--- src/rtl/divisor_pkg.sv ---
// Shared definitions for the sequential restoring divider.
package divisor_pkg;

   // Default operand width and the matching step-index width.
   localparam int N_DEFAULT = 4;
   localparam int IDX_W     = $clog2(N_DEFAULT);

   // Controller states: waiting, iterating quotient bits, presenting result.
   typedef enum logic [1:0] {
      IDLE,
      CALC,
      FIN
   } estado_t;

endpackage

--- src/rtl/module_cambia_datos.sv ---
// Bring-down step of restoring division: shift the partial remainder left
// by one and insert the next dividend bit (MSB first) into its LSB.
module module_cambia_datos
   import divisor_pkg::*;
#(
   parameter int N  = N_DEFAULT,
   parameter int IW = (N > 1) ? $clog2(N) : 1
) (
   input  logic [N:0]    r_in,
   input  logic [N-1:0]  a,
   input  logic [IW-1:0] indice,
   output logic [N:0]    r_out
);

   logic [IW-1:0] pos;

   // Select dividend bit A[N-1-indice] and append it to the shifted remainder.
   always_comb begin
      pos   = IW'(N - 1) - indice;
      r_out = (r_in << 1) | {{N{1'b0}}, a[pos]};
   end

endmodule

--- src/rtl/module_divisor_secuencial.sv ---
// Sequential unsigned restoring divider: one quotient bit per clock, MSB
// first. Division by zero short-circuits to an all-ones quotient with the
// dividend returned as remainder and div_cero raised.
module module_divisor_secuencial
   import divisor_pkg::*;
#(
   parameter int N = N_DEFAULT
) (
   input  logic         clk,
   input  logic         rst,
   input  logic         start,
   input  logic [N-1:0] dividendo,
   input  logic [N-1:0] divisor,
   output logic [N-1:0] cociente,
   output logic [N-1:0] residuo,
   output logic         busy,
   output logic         done,
   output logic         div_cero
);

   localparam int IW = (N > 1) ? $clog2(N) : 1;

   estado_t       estado;
   estado_t       estado_sig;

   // Operands captured at acceptance so later input changes are harmless.
   logic [N-1:0]  a_reg;
   logic [N-1:0]  b_reg;

   // Working registers: (N+1)-bit partial remainder, quotient, step index.
   logic [N:0]    r_reg;
   logic [N-1:0]  q_reg;
   logic [IW-1:0] idx;

   // Set once all N steps are done; the following CALC cycle hands off to FIN.
   logic          pasos_listos;

   logic [N:0]    r_sh;
   logic [N:0]    r_cmp;
   logic [N:0]    r_next;
   logic [N-1:0]  q_next;
   logic [IW-1:0] pos;
   logic          resta_ok;
   logic          ultimo;

   module_cambia_datos #(
      .N  (N),
      .IW (IW)
   ) u_cambia_datos (
      .r_in   (r_reg),
      .a      (a_reg),
      .indice (idx),
      .r_out  (r_sh)
   );

   // Trial subtraction at N+1 bits; restore (keep r_sh) when it would go negative.
   always_comb begin
      r_cmp     = {1'b0, b_reg};
      resta_ok  = (r_sh >= r_cmp);
      r_next    = resta_ok ? (r_sh - r_cmp) : r_sh;
      pos       = IW'(N - 1) - idx;
      q_next    = q_reg;
      q_next[pos] = resta_ok;
      ultimo    = (idx == IW'(N - 1));
   end

   // Next-state logic for the three-state controller.
   always_comb begin
      estado_sig = estado;
      case (estado)
         IDLE:    if (start) estado_sig = (divisor == '0) ? FIN : CALC;
         CALC:    if (pasos_listos) estado_sig = FIN;
         FIN:     estado_sig = IDLE;
         default: estado_sig = IDLE;
      endcase
   end

   // State, datapath and result registers; results only change on completion.
   always_ff @(posedge clk) begin
      if (rst) begin
         estado       <= IDLE;
         a_reg        <= '0;
         b_reg        <= '0;
         r_reg        <= '0;
         q_reg        <= '0;
         idx          <= '0;
         pasos_listos <= 1'b0;
         cociente     <= '0;
         residuo      <= '0;
         div_cero     <= 1'b0;
      end else begin
         estado <= estado_sig;
         case (estado)
            IDLE: begin
               if (start) begin
                  a_reg        <= dividendo;
                  b_reg        <= divisor;
                  r_reg        <= '0;
                  q_reg        <= '0;
                  idx          <= '0;
                  pasos_listos <= 1'b0;
                  div_cero     <= (divisor == '0);
                  if (divisor == '0) begin
                     cociente <= '1;
                     residuo  <= dividendo;
                  end
               end
            end
            CALC: begin
               if (!pasos_listos) begin
                  r_reg <= r_next;
                  q_reg <= q_next;
                  idx   <= idx + 1'b1;
                  if (ultimo) begin
                     pasos_listos <= 1'b1;
                     cociente     <= q_next;
                     residuo      <= r_next[N-1:0];
                  end
               end
            end
            default: ;
         endcase
      end
   end

   assign busy = (estado == CALC);
   assign done = (estado == FIN);

endmodule

--- config.mk ---
export PLATFORM = sky130hd
export DESIGN_NAME = module_divisor_secuencial
export DESIGN_NICKNAME = d
export VERILOG_FILES = /design/src/rtl/divisor_pkg.sv /design/src/rtl/module_cambia_datos.sv /design/src/rtl/module_divisor_secuencial.sv
export SDC_FILE = /design/constraint.sdc
export NUM_CORES = 1
export LEC_CHECK = 0
export CORE_MARGIN = 2
export CORE_UTILIZATION = 40
export CTS_CLUSTER_DIAMETER = 40
export CTS_CLUSTER_SIZE = 16
export DETAILED_ROUTE_END_ITERATION = 12
export GPL_TIMING_DRIVEN = 0
export PLACE_DENSITY = 0.7
export REMOVE_ABC_BUFFERS = 1
export SYNTH_ARGS = -nofsm -noshare
export SYNTH_HDL_FRONTEND = slang
export SYNTH_SLANG_ARGS = --single-unit
--- constraint.sdc ---
create_clock -name clk -period 4.65 [get_ports clk]
set_clock_uncertainty 0.05 [all_clocks]
set_input_delay 0.93 -clock clk [delete_from_list [all_inputs] [get_ports clk]]
set_output_delay 0.93 -clock clk [all_outputs]
set_load 0.01 [all_outputs]
# Yosys cells after proc, flatten, opt, wreduce, memory -nomap -nowiden
# Index checks and enable logic that the tools add are counted.
[totals] input_bits=11 wordCells=67 register_bits=30 output_inout_bits=11
[op_classes] n_lt_le_gt_ge=3 bitwise_logic=1 n_eq_ne=8 n_reduce_logical=9 add_sub_neg=3 mux=33
[ops] cell="2-to-1 mux 4 bit" count=13
[ops] cell="case mux 4 bit (2 select lines)" count=4
[ops] cell="2-to-1 mux 2 bit" count=5
[ops] cell="case mux 2 bit (2 select lines)" count=2
[ops] cell="!= test 2 bit, second input constant" count=3
[ops] cell="AND reduction 2 bit" count=3
[ops] cell="greater-or-equal comparator 5 x 4 -> 1 bit" count=1
[ops] cell="2-to-1 mux 1 bit" count=5
[ops] cell="bitwise OR 5 x 1 -> 5 bit" count=1
[ops] cell="AND reduction 5 bit" count=1
[ops] cell="bitwise mux 4 bit" count=1
[ops] cell="equality test 2 bit, second input constant" count=2
[ops] cell="zero test 4 bit" count=1
[ops] cell="!= test 2 x 1 -> 1 bit, second input constant" count=2
[ops] cell="subtractor 4 bit" count=1
[ops] cell="less-than comparator 2 x 3 -> 1 bit, second input constant" count=1
[ops] cell="AND reduction 3 bit" count=1
[ops] cell="adder 2 x 1 -> 2 bit, second input constant" count=1
[ops] cell="binary-select mux 1 bit (select 2 bit)" count=1
[ops] cell="demux 1 bit (select 2 bit)" count=1
[ops] cell="equality test 2 x 1 -> 1 bit, second input constant" count=1
[ops] cell="greater-or-equal comparator 2 x 1 -> 1 bit, second input constant" count=1
[ops] cell="zero test 2 bit" count=1
[ops] cell="case mux 1 bit (2 select lines)" count=1
[ops] cell="other kinds (3)" count=3

# Logic depth before layout (Yosys ltp)
[logic_depth] ltp_word=9 ltp_mapped=9 ltp_nobuf=8

# By module
# A second synthesis with hierarchy kept.
[hier_totals] hier_cells=187 hier_area_um2=1625.3
[by_module_without_submodules] module="module_divisor_secuencial" seq_area_each_um2=600.6 cells_per_inst=182 instances=1 area_per_inst_um2=1572.8
[by_module_without_submodules] module="module_cambia_datos" seq_area_each_um2=0.0 cells_per_inst=5 instances=1 area_per_inst_um2=52.6

# Least setup slack after synthesis
# Ideal clock, no wire load.
[synth_path] kind="reg2reg" startpoint="reg idx[1]" endpoint="reg r_reg[2]" synth_period_minus_slack_ps=2730 setup_ps=117 required_time_ps=4483 stages_incl_launch_ff=10 n_path_buf=1 arrival_ps=2563 slack_ps=1920 path_cell_list="dfxtp_1 mux4_2 inv_1 ha_1 or2b_2 a211o_1 and2_4 buf_6 mux2_4 a32o_2"
[synth_via] elab_chain_cells=8 elab_cells_between_ends=9 classes_between="2 x add/sub; 1 x order compare; 5 x mux; 1 x bitwise"
[synth_lines] element="from (decl)" line_no="module_divisor_secuencial.sv:33" rtl="logic [IW-1:0] idx;"
[synth_lines] element="from (signal assigned)" line_no="module_divisor_secuencial.sv:113" rtl="idx <= idx + 1'b1;"
[synth_lines] element="subtractor 2 bit *" line_no="module_cambia_datos.sv:19" rtl="pos = IW'(N - 1) - indice;"
[synth_lines] element="binary-select mux 1 bit (select 2 bit) *" line_no="module_cambia_datos.sv:20" rtl="r_out = (r_in << 1) | {{N{1'b0}}, a[pos]};"
[synth_lines] element="2-to-1 mux 1 bit (implied by the code) *" line_no="module_cambia_datos.sv:20"
[synth_lines] element="bitwise OR 5 x 1 -> 5 bit *" line_no="module_cambia_datos.sv:20"
[synth_lines] element="subtractor 4 bit / greater-or-equal comparator 5 x 4 -> 1 bit (equally long branches)" line_no="module_divisor_secuencial.sv:60, module_divisor_secuencial.sv:59"
[synth_lines] element="2-to-1 mux 4 bit *" line_no="module_divisor_secuencial.sv:60" rtl="r_next = resta_ok ? (r_sh - r_cmp) : r_sh;"
[synth_lines] element="2-to-1 mux 4 bit *" line_no="module_divisor_secuencial.sv:110" rtl="if (!pasos_listos) begin"
[synth_lines] element="case mux 4 bit (2 select lines) *" line_no="module_divisor_secuencial.sv:93" rtl="case (estado)"
[synth_lines] element="to (signal assigned)" line_no="module_divisor_secuencial.sv:111" rtl="r_reg <= r_next;"
[synth_lines] element="to (decl)" line_no="module_divisor_secuencial.sv:31" rtl="logic [N:0] r_reg;"
# Mark *: on every way between the ends. The rest lies on a longest branch, timed or not. The select of a mux whose other input is x is not followed.
# A chain may end at the register's enable or synchronous reset.

# Worst setup path in the final report
[layout_path] startpoint="in divisor[0]" endpoint="reg residuo[2]"
[layout_via] elab_chain_cells=3
[layout_lines] element="from (decl)" line_no="module_divisor_secuencial.sv:13" rtl="input logic [N-1:0] divisor,"
[layout_lines] element="zero test 4 bit" line_no="module_divisor_secuencial.sv:103" rtl="if (divisor == '0) begin"
[layout_lines] element="!= test 2 bit (no line)"
[layout_lines] element="AND reduction 5 bit (no line)"
[layout_lines] element="to (signal assigned)" line_no="module_divisor_secuencial.sv:105" rtl="residuo <= dividendo;"
[layout_lines] element="to (signal assigned)" line_no="module_divisor_secuencial.sv:117" rtl="residuo <= r_next[N-1:0];"
[layout_lines] element="to (decl)" line_no="module_divisor_secuencial.sv:15" rtl="output logic [N-1:0] residuo,"
# Every way passes these cells.

==> results.sh <==
export IMPL_status="complete, no violations"
export IMPL_ys_seq_elements=30
export IMPL_crit_buf_inv=1
export IMPL_power_switching_mw=0.1637
export IMPL_endpoint_kind="flip-flop"
export IMPL_die_w_microns=64.58
export IMPL_synth_cell_types=40
export IMPL_wl_per_cell_microns=12.67
export IMPL_vias=1237
export IMPL_path_max_fanout=12
export IMPL_maxCapViolCount=0
export IMPL_p_seq_frac=0.432
export IMPL_dieArea_sq_um=4170
export IMPL_drc=0
export IMPL_gp_congestion=0.7914
export IMPL_internal_power_mw=0.4807
export IMPL_crit_chain="clkdlybuf4s50_1 > nor4_1 > a21oi_1 > a21oi_2 > mux2i_1 > a31o_1"
export IMPL_via_per_inst=5.091
export IMPL_top_layer="met4"
export IMPL_pin_count=22
export IMPL_netlist_area_sq_um=1468
export IMPL_post_cts_resize_count=0
export IMPL_drt_met1_wl_mm=1.475
export IMPL_cts_tree="yes"
export IMPL_final_common_cell="nand2_1"
export IMPL_report_final_slew_viol_count=0
export IMPL_antenna_found_initial=0
export IMPL_slew_headroom=0.5800
export IMPL_post_cts_buffers=0
export IMPL_vdd_drop_max_v=0.0002099
export IMPL_sw_frac_of_total=0.2541
export IMPL_grt_usage=0.1707
export IMPL_r2r_start="idx[1]"
export IMPL_pwr_share_clk=0.396
export IMPL_synth_async_reset_ratio=0
export IMPL_drive_gt1_frac=0.08205
export IMPL_postSynthAreaPerCell_sq_um=8.484
export IMPL_dp_hpwl_mm=2.303
export IMPL_rsz0062_at_grt="false"
export IMPL_tns_ns=0
export IMPL_r2r_setup_slack_ns=1.83
export IMPL_cts_sinks=30
export IMPL_power_frac_comb=0.172
export IMPL_gr_total_overflow=0
export IMPL_tightestPinTransition_ns=0.6280
export IMPL_synthCells=173
export IMPL_period_share=0.6127
export IMPL_dr_pass1_iters=4
export IMPL_r2r_worst_path_cells=8
export IMPL_route_met2_wl_mm=1.447
export IMPL_powerDensity_nw_per_um2=356.2
export IMPL_path_depth=6
export IMPL_synth_top_area_share=0.4092
export IMPL_power_mw=0.6444
export IMPL_routed_wl_mm=3.078
export IMPL_hp_start="div_cero"
export IMPL_io_buffers=21
export IMPL_drt_iter0_markers=42
export IMPL_grt_start_max_net_pins=19
export IMPL_hold_path_class="flip-flop to flip-flop"
export IMPL_cts_buffers=5
export IMPL_clock_tree_htree_level_count=2
export IMPL_min_period_ns=2.849
export IMPL_hold_worst_slack_ns=0.4045
export IMPL_crit_path_max_incr_delay_ns=0.58
export IMPL_rows=22
export IMPL_slowest_stage="nor4_1"
export IMPL_crit_start="divisor[0]"
export IMPL_initial_core_util=0.4070
export IMPL_start_kind="input port"
export IMPL_yosysTopAreaCell="dfxtp_1"
export IMPL_crit_type="input port to flip-flop"
export IMPL_grt_pass1_wl_mm=5.416
export IMPL_yosysSeqAreaShare=0.4092
export IMPL_nets=214
export IMPL_cp_endpoint="residuo[2]"
export IMPL_yosys_warnings=0
export IMPL_fmax_mhz=351.0
export IMPL_mostFrequentLayoutCells="34 x nand2_1, 30 x dfxtp_1, 21 x clkdlybuf4s50_1"
export IMPL_antenna_diode_count=0
export IMPL_design_core_area_sq_um=3606
export IMPL_route_met3_wl_microns=86
export IMPL_synth_edf_count=0
export IMPL_clock_latency_ns=0.28
export IMPL_grt_pass1_vias=1209
export IMPL_synthFlopType="dfxtp_1"
export IMPL_cp_data_required_time_ns=4.77
export IMPL_reg2reg_to="r_reg[2]"
export IMPL_cp_arrival_ns=2.97
export IMPL_syn2layout_area_growth_pct=23.27
export IMPL_p_leak_nw=0.6954
export IMPL_final_antenna_net_count=0
export IMPL_postCtsHoldBufs=0
export IMPL_clockRootBuffer="clkbuf_8"
export IMPL_yosys_top_cells_area="dfxtp_1 41%, nand2_1 8.7%, ha_1 6.8%, a21oi_1 5.8%, o21ai_0 4.8%"
export IMPL_cp_top_family="compound AO/OA/AOI/OAI gates"
export IMPL_hold_viol=0
export IMPL_cts_buffer_depth=2
export IMPL_die_h_microns=64.58
export IMPL_setup_viol=0
export IMPL_clk_pin_slew_worst_paths_ns=0.07
[worst register-to-register path, cell delays in order, from the launching register on]
cell	delay, ns
dfxtp_1	0.43
mux4_2	0.55
inv_1	0.09
ha_1	0.23
or2b_2	0.30
a211o_1	0.31
and2_4	0.17
mux2_4	0.32
a32o_2	0.26
[power by group through the flow]
stage	registers (mW)	logic (mW)	clock network [mW]
floorplan	0.283	0.0750	0
global placement	0.284	0.110	0
detailed placement	0.284	0.111	0
CTS	0.279	0.112	0.261
global route	0.280	0.125	0.273
finish	0.279	0.111	0.255
[final cells by class]
type | instances | area [sq um]
fillers | 352 | 1797
multi-input cells | 126 | 794.5
flip-flops and latches | 30 | 600.6
inverters | 10 | 37.54
well taps | 48 | 60.06
clock buffers | 7 | 76.32
repair buffers | 21 | 210.2
clock inverters | 1 | 30.03
[synthesized netlist by cell type (2+ instances only)]
| cell | count |
|---|---|
| a31oi_1 | 3 |
| mux2i_1 | 6 |
| clkbuf_1 | 5 |
| dfxtp_1 | 30 |
| inv_1 | 10 |
| nor3_1 | 2 |
| nand2_1 | 34 |
| ha_1 | 8 |
| o21ai_0 | 14 |
| o221ai_1 | 2 |
| a21o_1 | 2 |
| a21oi_1 | 17 |
| nand4_1 | 2 |
| nor4_1 | 2 |
| nor2_1 | 11 |
[metal layers]
layer / GRT usage / vias to the layer above
li1: - / 644
met4: 0.08511 / 0
met1: 0.2192 / 567
met2: 0.2682 / 17
met5: 0 / -
met3: 0.03993 / 9
[per-stage QoR]
| stage | instances | worst slack (ns) | cell area, sq um | util |
|---|---|---|---|---|
| after floorplan | 166 | 2.009 | 1433 | - |
| after global placement | 235 | 1.540 | 1703 | 0.4722 |
| after detailed placement | 235 | 1.535 | 1703 | 0.4722 |
| after CTS | 243 | 1.817 | 1809 | 0.5017 |
| after global routing | 243 | 1.618 | 1809 | 0.5017 |
| final | 243 | 1.801 | 1809 | 0.5017 |
[worst min path at each step]
| stage | slack, ns | cells past startpoint | to |
|---|---|---|---|
| final | 0.40 | 2 | div_cero |
| after global routing | 0.43 | 2 | q_reg[3] |
| after CTS | 0.41 | 2 | q_reg[3] |
| after detailed placement | 0.39 | 2 | q_reg[3] |
| after global placement | 0.39 | 2 | q_reg[3] |
| after floorplan | 0.37 | 2 | q_reg[0] |
[logic make-up (layout without fill, tap and decap cells)]
logic type	after synthesis	after routing	synth area share
simple gates	61	61	0.1910
compound gates	46	46	0.1884
flops	30	30	0.4092
buf+inv	17	39	0.04945
fa+ha+maj	9	9	0.08184
mux	9	9	0.07417
xor+xnor	1	1	0.005969
Power figures use the tool's default switching activity.
